===== config.mk =====
export PLATFORM = sky130hd
export DESIGN_NAME = usb_tx_scheduler
export DESIGN_NICKNAME = d
export VERILOG_FILES = /design/src/rtl/usb_tx_scheduler.sv
export SDC_FILE = /design/constraint.sdc
export NUM_CORES = 1
export LEC_CHECK = 0
export ABC_AREA = 0
export CORE_ASPECT_RATIO = 2
export CORE_UTILIZATION = 57
export CTS_BUF_LIST = sky130_fd_sc_hd__clkbuf_4
export CTS_CLUSTER_SIZE = 30
export DETAILED_ROUTE_END_ITERATION = 10
export GPL_TIMING_DRIVEN = 1
export HOLD_SLACK_MARGIN = 0.1
export PLACE_DENSITY = 0.87
export SLEW_MARGIN = 40
export SYNTH_ARGS = -nofsm -noshare
export SYNTH_HDL_FRONTEND = slang
export SYNTH_SLANG_ARGS = --single-unit

===== constraint.sdc =====
create_clock -name clk -period 3.8 [get_ports clk]
set_input_delay 1.14 -clock clk [delete_from_list [all_inputs] [get_ports clk]]
set_output_delay 1.14 -clock clk [all_outputs]
set_load 0.01 [all_outputs]

===== src/rtl/usb_tx_scheduler.sv =====
// usb_tx_scheduler: arbitrates handshake and data-packet requests for usb_transmitter,
// fetches payload bytes one at a time, enforces the inter-packet gap and times out stalls.
module usb_tx_scheduler #(
    parameter int unsigned IPG_CYCLES = 16,
    parameter int unsigned TIMEOUT    = 4095,
    parameter int unsigned MAX_LEN    = 64
) (
    input  logic       clk,
    input  logic       rst,
    input  logic       hs_req,
    input  logic [1:0] hs_pid,
    output logic       hs_grant,
    input  logic       data_req,
    input  logic [6:0] data_len,
    output logic       data_grant,
    output logic       buf_rd,
    input  logic [7:0] buf_data,
    output logic       tx_ena,
    output logic [1:0] pid,
    output logic       ack_prep,
    output logic [7:0] parallel_in,
    input  logic       tx_load,
    input  logic       ack_done,
    input  logic       tx_complete,
    output logic       busy,
    output logic       done,
    output logic       err_timeout,
    output logic       err_req
);

    typedef enum logic [2:0] {
        S_IDLE,
        S_HS_WAIT,
        S_DATA_FETCH,
        S_DATA_RUN,
        S_DATA_WAIT,
        S_GAP
    } state_t;

    localparam int unsigned GAP_W = (IPG_CYCLES > 1) ? $clog2(IPG_CYCLES) : 1;
    localparam logic [1:0]       LP_PID_DATA = 2'b11;
    localparam logic [6:0]       LP_MAX_LEN  = 7'(MAX_LEN);
    localparam logic [11:0]      LP_TO_LAST  = 12'(TIMEOUT - 1);
    localparam logic [GAP_W-1:0] LP_GAP_LAST = GAP_W'(IPG_CYCLES - 1);

    state_t           r_state;
    logic [6:0]       r_remaining;
    logic [11:0]      r_to_cnt;
    logic [GAP_W-1:0] r_gap_cnt;
    logic             r_hs_grant, r_data_grant, r_buf_rd, r_ack_prep, r_tx_ena;
    logic             r_busy, r_done, r_err_timeout, r_err_req;
    logic [1:0]       r_pid;
    logic [7:0]       r_parallel_in;

    state_t           w_state_nxt;
    logic             w_timeout;
    logic             w_hs_legal, w_len_legal, w_to_last;
    logic [6:0]       w_remaining;
    logic [11:0]      w_to_cnt;
    logic [GAP_W-1:0] w_gap_cnt;
    logic             w_hs_grant, w_data_grant, w_buf_rd, w_ack_prep, w_tx_ena;
    logic             w_busy, w_done, w_err_req;
    logic [1:0]       w_pid;
    logic [7:0]       w_parallel_in;

    assign w_hs_legal  = (hs_pid != 2'b11);
    assign w_len_legal = (data_len != 7'd0) && (data_len <= LP_MAX_LEN);
    assign w_to_last   = (r_to_cnt == LP_TO_LAST);

    always_ff @(posedge clk) begin
        if (rst) begin
            r_state       <= S_IDLE;
            r_remaining   <= '0;
            r_to_cnt      <= '0;
            r_gap_cnt     <= '0;
            r_hs_grant    <= 1'b0;
            r_data_grant  <= 1'b0;
            r_buf_rd      <= 1'b0;
            r_ack_prep    <= 1'b0;
            r_tx_ena      <= 1'b0;
            r_busy        <= 1'b0;
            r_done        <= 1'b0;
            r_err_timeout <= 1'b0;
            r_err_req     <= 1'b0;
            r_pid         <= '0;
            r_parallel_in <= '0;
        end else begin
            r_state       <= w_state_nxt;
            r_remaining   <= w_remaining;
            r_to_cnt      <= w_to_cnt;
            r_gap_cnt     <= w_gap_cnt;
            r_hs_grant    <= w_hs_grant;
            r_data_grant  <= w_data_grant;
            r_buf_rd      <= w_buf_rd;
            r_ack_prep    <= w_ack_prep;
            r_tx_ena      <= w_tx_ena;
            r_busy        <= w_busy;
            r_done        <= w_done;
            r_err_timeout <= w_timeout;
            r_err_req     <= w_err_req;
            r_pid         <= w_pid;
            r_parallel_in <= w_parallel_in;
        end
    end

    // DATA_FETCH spans two cycles: the buf_rd cycle, then the cycle buf_data is valid.
    always_comb begin
        w_state_nxt = r_state;
        w_timeout   = 1'b0;
        unique case (r_state)
            S_IDLE: begin
                if (hs_req) begin
                    if (w_hs_legal) w_state_nxt = S_HS_WAIT;
                end else if (data_req && w_len_legal) begin
                    w_state_nxt = S_DATA_FETCH;
                end
            end
            S_HS_WAIT: begin
                if (ack_done) begin
                    w_state_nxt = S_GAP;
                end else if (w_to_last) begin
                    w_timeout   = 1'b1;
                    w_state_nxt = S_GAP;
                end
            end
            S_DATA_FETCH: begin
                if (!r_buf_rd) w_state_nxt = S_DATA_RUN;
            end
            S_DATA_RUN: begin
                if (tx_load && (r_remaining != 7'd0)) begin
                    w_state_nxt = (r_remaining == 7'd1) ? S_DATA_WAIT : S_DATA_FETCH;
                end else if (w_to_last) begin
                    w_timeout   = 1'b1;
                    w_state_nxt = S_GAP;
                end
            end
            S_DATA_WAIT: begin
                if (tx_complete) begin
                    w_state_nxt = S_GAP;
                end else if (w_to_last) begin
                    w_timeout   = 1'b1;
                    w_state_nxt = S_GAP;
                end
            end
            S_GAP: begin
                if (r_gap_cnt == LP_GAP_LAST) w_state_nxt = S_IDLE;
            end
            default: w_state_nxt = S_IDLE;
        endcase
    end

    always_comb begin
        w_hs_grant    = 1'b0;
        w_data_grant  = 1'b0;
        w_buf_rd      = 1'b0;
        w_ack_prep    = 1'b0;
        w_done        = 1'b0;
        w_err_req     = 1'b0;
        w_tx_ena      = r_tx_ena;
        w_pid         = r_pid;
        w_parallel_in = r_parallel_in;
        w_remaining   = r_remaining;
        w_gap_cnt     = '0;
        w_to_cnt      = '0;
        w_busy        = (w_state_nxt != S_IDLE);
        unique case (r_state)
            S_IDLE: begin
                if (hs_req) begin
                    if (w_hs_legal) begin
                        w_hs_grant = 1'b1;
                        w_ack_prep = 1'b1;
                        w_pid      = hs_pid;
                    end else begin
                        w_err_req = 1'b1;
                    end
                end else if (data_req) begin
                    if (w_len_legal) begin
                        w_data_grant = 1'b1;
                        w_buf_rd     = 1'b1;
                        w_pid        = LP_PID_DATA;
                        w_remaining  = data_len;
                    end else begin
                        w_err_req = 1'b1;
                    end
                end
            end
            S_HS_WAIT:   w_done = ack_done;
            S_DATA_FETCH: begin
                if (!r_buf_rd) begin
                    w_parallel_in = buf_data;
                    w_tx_ena      = 1'b1;
                end
            end
            S_DATA_RUN: begin
                if (tx_load && (r_remaining != 7'd0)) begin
                    w_remaining = r_remaining - 7'd1;
                    if (r_remaining == 7'd1) w_tx_ena = 1'b0;
                    else                     w_buf_rd = 1'b1;
                end
            end
            S_DATA_WAIT: w_done = tx_complete;
            S_GAP:       w_gap_cnt = r_gap_cnt + 1'b1;
            default: ;
        endcase
        if (w_timeout) w_tx_ena = 1'b0;
        // Any state change (including the one every accepted tx_load causes) clears the counter.
        if ((w_state_nxt == r_state) &&
            ((r_state == S_HS_WAIT) || (r_state == S_DATA_RUN) || (r_state == S_DATA_WAIT))) begin
            w_to_cnt = r_to_cnt + 12'd1;
        end
    end

    assign hs_grant    = r_hs_grant;
    assign data_grant  = r_data_grant;
    assign buf_rd      = r_buf_rd;
    assign ack_prep    = r_ack_prep;
    assign tx_ena      = r_tx_ena;
    assign pid         = r_pid;
    assign parallel_in = r_parallel_in;
    assign busy        = r_busy;
    assign done        = r_done;
    assign err_timeout = r_err_timeout;
    assign err_req     = r_err_req;

endmodule

After elaboration in Yosys (flattened, before gate mapping)
Index checks and enable logic that the tools add are counted.
- register bits: 44
- input port bits: 24
- output and inout port bits: 19
- add/subtract/negate cells: 3
- magnitude comparators: 1
- eq/ne operators: 17
- multiplexer cells: 41
- bitwise operators: 5
- reductions and logical operators: 23
- operators by type and width (cell ; number):
    $mux W3 ; 10
    $mux W7 ; 4
    $pmux W3 S6 ; 1
    $mux W1 ; 17
    $ne A2 B2 Y1 const B ; 7
    $pmux W7 S2 ; 1
    $reduce_bool A7 Y1 ; 2
    $add A12 B1 Y12 const B ; 1
    $eq A12 B12 Y1 const B ; 1
    $mux W2 ; 4
    $reduce_and A4 Y1 ; 2
    $reduce_bool A2 Y1 ; 4
    $reduce_or A2 Y1 ; 4
    $eq A7 B1 Y1 const B ; 1
    $le A7 B7 Y1 const B ; 1
    $sub A7 B1 Y7 const B ; 1
    $eq A3 B2 Y1 const B ; 2
    $eq A3 B3 Y1 const B ; 2
    $pmux W1 S2 ; 3
    $not A1 Y1 ; 5
    $reduce_and A5 Y1 ; 1
    $add A4 B1 Y4 const B ; 1
    $eq A4 B4 Y1 const B ; 1
    $logic_and A1 B1 Y1 ; 4
    other kinds (9) ; 10

Depth between registers and ports, before layout
Gate-level depths: netlist of the first run.
- word-level depth: 10
- gate-level depth with buffers: 9
- mapped depth without buffers: 8

Worst setup path before layout of the first run
OpenSTA, ideal clock, no wires.
- path type: input-to-reg
- start point: input data_len[0]
- end point: register r_remaining[0]
- library setup time: 0.095 ns
- data arrival time: 2.370 ns
- path slack: 1.335 ns
- cell stages on the path: 6
- path buffers: 0
- path through: nor4_1 -> a21oi_1 -> nand4b_1 -> nand2_2 -> o21ai_0 -> a221oi_1
- word-level cells in the longest chain between the ends: 4
- RTL lines (element ; line ; text):
    start: declaration ; 14 ; input logic [6:0] data_len,
    $le A7 B7 Y1 (tied with other cells) ; 67 ; assign w_len_legal = (data_len != 7'd0) && (data_len <= LP_MAX_LEN);
    $logic_and A1 B1 Y1 or $mux W7 (tied branches) ; 67, 176 ;
    $ne A2 B2 Y1 (no line) or $mux W7 (tied branches) ; - ;
    $reduce_and A5 Y1 (no line) or $pmux W7 S2 (tied branches) ; - ;
    end signal: assignment ; 89 ; r_remaining <= w_remaining;
    end: declaration ; 47 ; logic [6:0] r_remaining;
Several ways; a longest one is shown, not always the timed one. The select of a mux whose other input is x is not followed.
A chain may end at the register's enable or synchronous reset.

Final worst setup path of the first run
- start point: input data_len[0]
- end point: register r_remaining[4]
- word-level cells in the longest chain between the ends: 4
- RTL lines (element ; line):
    $le A7 B7 Y1 or $reduce_bool A7 Y1 (tied branches) ; 67
    $logic_and A1 B1 Y1 * ; 67
    $ne A2 B2 Y1 (no line) * ; -
    $reduce_and A5 Y1 (no line) * ; -
Mark *: on every way between the ends. The rest lies on a longest branch, timed or not.

==> flow_summary.yaml, run 1 <==
logic_synthesis:
  synth_mux_area_share_pct: 0
  synth_warnings: 0
  ys_seq_area_share_pct: 41.0
  postSynthAreaPerCell_um2: 8.11
  syn_area_um2: 2150
  synth_seq_cells: 44
  synth_edf_count: 0
  synthCells: 265
  synth_common_cells: "44 x dfxtp_1, 42 x nand2_1, 36 x nor2_1, 23 x a21oi_1, 13 x o21ai_0"
  synthXorXnorAreaFrac_pct: 4.89
  synth_top_family_by_area: "simple AND/OR/NAND/NOR gates"
  synth.area.top_cells: "dfxtp_1 41%, nand2_1 7.3%, nor2_1 6.3%"
  synth_compound_area_share_pct: 16.4
  synth_most_common_cell: "dfxtp_1"
  synth_nets: 295
  synth_top_area_share_pct: 41.0
  synthAdderAreaFrac_pct: 3.49
  synth_cell_types: 46
  synth.largest_area_cell: "dfxtp_1"
  synth-async-reset-ratio_pct: 0
  synthFlopType: "dfxtp_1"
  synthSimpleGateAreaFrac_pct: 30.1
place:
  gp_congestion: 0.951
  place_area_um2: 2590
  io_buffers: 42
  dp_hpwl_um: 3740
  placedCellCount: 347
  pre_cts_ws_ns: 0.571
setup_path:
  crit_end: "r_remaining[4]"
  r2r_cells: 6
  worstSetupStartpointType: "input port"
  startpoint: "data_len[0]"
  path_class: "in2reg"
  cp_data_arrival_time_ns: 3.19
  crit_fanout: 5
  r2r_slack_ns: 1.56
  cp-end-kind: "flip-flop"
  r2r-start: "r_state[2]"
  r2r-end: "r_to_cnt[5]"
  cp.required_ns: 4.10
drt:
  ant_nets: 0
  drt_wl_total_um: 4990
  firstDrtPassIters: 4
  wire_per_inst_um: 14.1
  post_drt_via_cell_ratio: 5.54
  first_iter_violations: 54
  num_vias: 1967
  drc: 0
grt:
  antenna_found_initial: 0
  grt_pass1_vias: 1808
  globalRouteTotalUtil_pct: 27.1
  grt_overflow: 0
  grt_max_degree: 17
  grt_pass1_wl_um: 7980
cells_and_area:
  final_cells: 355
  final_area_um2: 2670
  syn_to_final_growth_pct: 24.1
  final_util_pct: 73.9
  layout-drive-gt1-share_pct: 6.54
  nNetsFinal: 335
  n_antenna_cell: 0
  fill_cells: 312
hold_path:
  hold_path.class: "reg2reg"
clocking:
  h-tree-depth: 2
  cts_resized: 0
  cts-root-buf: "clkbuf_4"
  clk_pin_slew_ns: 0.14
  insertion_delay_ns: 0.37
  cts.sinks: 44
  clock_path_buffers: 2
  numCtsBuffers: 5
  cts_tree: "done"
  post_cts_buffers: 0
  holdBufCountCts: 0
job:
  cap_violations: 0
power:
  p_per_area_nw_per_um2: 383
  vdd_drop_max_uv: 338
  leakage_nw: 0.933
status:
  status: "finished clean"
sta:
  setup_violations: 0
  final.setup.worst_slack_ns: 0.914
  finalHoldViolCount: 0
  rsz0062_at_grt: "false"
  finalClockSkew_ns: 0.0167
  tightest_slew_ns: 0.604
  final.period_utilization_pct: 75.9
  max-slew-margin-rel_pct: 59.6
  max_freq_ghz: 0.347
  fin_setup_tns_ns: 0
  fin_crit_ns: 2.89
  slew_viol_final: 0
die:
  fp.dieW_um: 45.4
  dieArea_um2: 4030
  row_count: 31
  ioPinCount: 43
  core_area_um2: 3610
  fp.dieH_um: 88.8
  initial_core_util_pct: 59.6
kinds of logic (layout without fill, tap and decap cells):
kind of cell | count (synthesis) | count (layout)
AO/OA/AOI/OAI | 57 | 57
AND/OR/NAND/NOR | 126 | 126
adder cells (fa/ha/maj) | 6 | 6
buffers and inverters | 20 | 61
XOR/XNOR | 12 | 12
flip-flops | 44 | 44
cell type report:
| cell class | count | area [um2] | share of cell area [%] |
|---|---|---|---|
| Clock buffer | 5 | 37.5 | 1.41 |
| Clock inverter | 3 | 42.5 | 1.60 |
| Inverter | 10 | 37.5 | 1.41 |
| Multi-Input combinational cell | 201 | 1180 | 44.2 |
| Sequential cell | 44 | 881 | 33.0 |
| Tap cell | 49 | 61.3 | 2.30 |
| Timing Repair Buffer | 43 | 428 | 16.0 |
report_power, final:
part,switching (mW),internal [mW]
combinational,0.109,0.104
sequential,0.0316,0.486
clock,0.153,0.137
through the flow:
step / hold slack (ns) / total power, mW
after floorplan: 0.418 / 0.654
after global placement: 0.432 / 0.734
after detailed placement: 0.437 / 0.738
after CTS: 0.466 / 1.02
after global routing: 0.480 / 1.07
final: 0.462 / 1.02
how the worst min path moves through the flow:
stage	to	start	depth (start not counted)
global placement	r_gap_cnt[0]	r_gap_cnt[0]	1
CTS	pid[0]	pid[0]	2
global route	pid[0]	pid[0]	2
floorplan	r_gap_cnt[0]	r_gap_cnt[0]	1
finish	pid[0]	pid[0]	2
detailed placement	r_gap_cnt[0]	r_gap_cnt[0]	1
flip-flops by register name (all words and copies together) (netlist names):
signal and flops:
r_gap_cnt 4, pid 2, err_timeout 1, buf_rd 1
busy 1, data_grant 1, r_state 3, done 1
ack_prep 1, err_req 1, r_remaining 7, parallel_in 8
tx_ena 1, r_to_cnt 12
cells in the final DEF, fill, tap and decap left out, types with 6 or more instances in the layout:
cell / count
o21ai_0: 13
clkdlybuf4s50_1: 42
ha_1: 6
xor2_1: 7
inv_1: 10
nand2_1: 42
dfxtp_1: 44
a21oi_1: 23
nor2_1: 36
nand3_1: 9
metal layers:
layer	up-vias	track usage [%]	part of all wire, %
met3	14	4.69	2.6
met2	39	49.0	56
met1	912	27.6	38
li1	1002	-	-
met4	0	14.9	3.5
met5	-	0	0
critical path, stage by stage:
cell and delay [ns]:
clkdlybuf4s50_1 0.45, nor4_1 0.41, nand3_1 0.15, nand4b_1 0.22, a21boi_0 0.48, o21ai_0 0.17, a21oi_1 0.17
(Power assumes the default switching activity.)
==> run 2, diff against run 1 <==
--- a/config.mk
+++ b/config.mk
@@ -7,13 +7,13 @@
 export LEC_CHECK = 0
 export ABC_AREA = 0
 export CORE_ASPECT_RATIO = 2
-export CORE_UTILIZATION = 57
+export CORE_UTILIZATION = 48
 export CTS_BUF_LIST = sky130_fd_sc_hd__clkbuf_4
 export CTS_CLUSTER_SIZE = 30
 export DETAILED_ROUTE_END_ITERATION = 10
 export GPL_TIMING_DRIVEN = 1
 export HOLD_SLACK_MARGIN = 0.1
-export PLACE_DENSITY = 0.87
+export PLACE_DENSITY = 0.78
 export SLEW_MARGIN = 40
 export SYNTH_ARGS = -nofsm -noshare
 export SYNTH_HDL_FRONTEND = slang
==> constraint.sdc (replaced) <==
create_clock -name clk -period 2.65 [get_ports clk]
set_input_delay 0.795 -clock clk [delete_from_list [all_inputs] [get_ports clk]]
set_output_delay 0.795 -clock clk [all_outputs]
set_load 0.01 [all_outputs]
==> flow_summary.yaml, run 2 (same netlist as run 1, synthesis figures left out) <==
cells_and_area:
  nNetsFinal: 350
  final_util_pct: 63.5
  largest_register_ffs: 12
  final_common_cell: "dfxtp_1"
  final_cells: 374
  syn_to_final_growth_pct: 28.2
  layout-drive-gt1-share_pct: 10.6
  fill_cells: 413
  multi_input_area_um2: 1180
  n_antenna_cell: 0
  register_area_um2: 881
  layout_common_cells: "44 x dfxtp_1, 42 x nand2_1, 42 x clkdlybuf4s50_1"
  final_area_um2: 2760
  top_register: "r_to_cnt"
sta:
  max_freq_ghz: 0.422
  max-slew-margin-rel_pct: 63.2
  fin_crit_ns: 2.37
  finalHoldViolCount: 0
  tightest_slew_ns: 0.552
  rsz0062_at_grt: "false"
  setup_violations: 0
  slew_viol_final: 0
  finalClockSkew_ns: 0.0160
  final.setup.worst_slack_ns: 0.282
  final.period_utilization_pct: 89.4
clocking:
  insertion_delay_ns: 0.36
  cts_tree: "done"
  clock_path_buffers: 2
  h-tree-depth: 2
  holdBufCountCts: 0
  post_cts_buffers: 0
  numCtsBuffers: 5
  cts.sinks: 44
  cts_resized: 0
  clk_pin_slew_ns: 0.12
  cts-root-buf: "clkbuf_4"
power:
  total_power_mw: 1.39
  p_per_area_nw_per_um2: 503
  leakage_nw: 0.993
  p_clk_share_pct: 22.8
  seq_power_share_pct: 53.8
  p_int_mw: 0.959
  p_comb_share_pct: 23.4
  vdd_drop_max_uv: 396
  p_switching_mw: 0.427
  netSwitchingFraction_pct: 30.8
place:
  placedCellCount: 367
  pre_cts_ws_ns: -0.0516
  io_buffers: 42
  dp_hpwl_um: 3900
  gp_congestion: 0.930
  place_area_um2: 2710
die:
  core_area_um2: 4340
  row_count: 34
  dieArea_um2: 4760
  fp.dieW_um: 49.3
  initial_core_util_pct: 49.5
  fp.dieH_um: 96.6
  ioPinCount: 43
status:
  status: "finished clean"
drt:
  wire_per_inst_um: 13.7
  post_drt_via_cell_ratio: 5.45
  drt_wl_total_um: 5130
  num_vias: 2038
  firstDrtPassIters: 4
  drc: 0
  ant_nets: 0
  first_iter_violations: 42
grt:
  grt_pass1_vias: 2040
  globalRouteTotalUtil_pct: 23.6
  grt_max_degree: 20
  grt_pass1_wl_um: 8780
  grt_overflow: 0
  antenna_found_initial: 0
setup_path:
  path_class: "in2reg"
  crit_fanout: 12
  cp_data_arrival_time_ns: 2.65
  slowest_stage: "clkdlybuf4s50_1"
  cp_cell_sequence: "clkdlybuf4s50_1, and4b_4, and4b_4, or3_1, o221ai_2, o2111ai_2, buf_4, nor2_1"
  worstSetupStartpointType: "input port"
  path_buf_inv: 2
  cp.required_ns: 2.94
  cp-end-kind: "flip-flop"
  max_stage_delay_ns: 0.44
  crit_top_cell: "and4b_4"
  crit_family: "simple AND/OR/NAND/NOR gates"
job:
  cap_violations: 0
hold_path:
  hold_path.class: "reg2reg"
## run 2: cell count changes in the layout (fill, tap and decap cells not counted)
cell	change
buf_4	+15
bufinv_16	-1
## run 2: final cells by class
type,count,area share (%)
multi-input combinational,201,42.8
sequential,44,32.0
timing repair buffer,58,19.6
tap,54,2.45
clock buffer,5,1.36
inverter,10,1.36
clock inverter,2,0.454
## run 2: power groups by stage
stage | Combinational, mW | Sequential (mW) | Clock (mW)
2_1_floorplan | 0.190 | 0.748 | 0
3_3_place_gp | 0.315 | 0.759 | 0
3_5_place_dp | 0.322 | 0.761 | 0
4_1_cts | 0.324 | 0.745 | 0.325
5_1_grt | 0.355 | 0.753 | 0.346
6_report | 0.325 | 0.745 | 0.316
## run 2: path summary, 6_finish.rpt
kind / endpoint / from / cells past startpoint / slack [ns]
hold reg to reg: r_gap_cnt[0] / r_gap_cnt[0] / 1 / 0.46
hold / removal: r_gap_cnt[0] / r_gap_cnt[0] / 1 / 0.46
setup / recovery: r_to_cnt[4] / tx_load / 8 / 0.28
setup reg to reg: r_to_cnt[4] / r_state[2] / 7 / 0.44
## run 2: layer usage
| metal | part of all wire [%] | wire, um | vias to the layer above | GRT usage, % |
|---|---|---|---|---|
| met3 | 3.4 | 174 | 18 | 3.62 |
| li1 | - | - | 1025 | - |
| met5 | 0 | 0 | - | 0 |
| met2 | 55 | 2840 | 56 | 43.8 |
| met4 | 4.1 | 208 | 0 | 13.6 |
| met1 | 37 | 1910 | 939 | 23.6 |
## run 2: metrics by stage
stage          hold slack [ns]  TNS, ns
2_1_floorplan            0.418        0
3_3_place_gp             0.427        0
3_5_place_dp             0.450   -0.391
4_1_cts                  0.468        0
5_1_grt                  0.495        0
6_report                 0.462        0
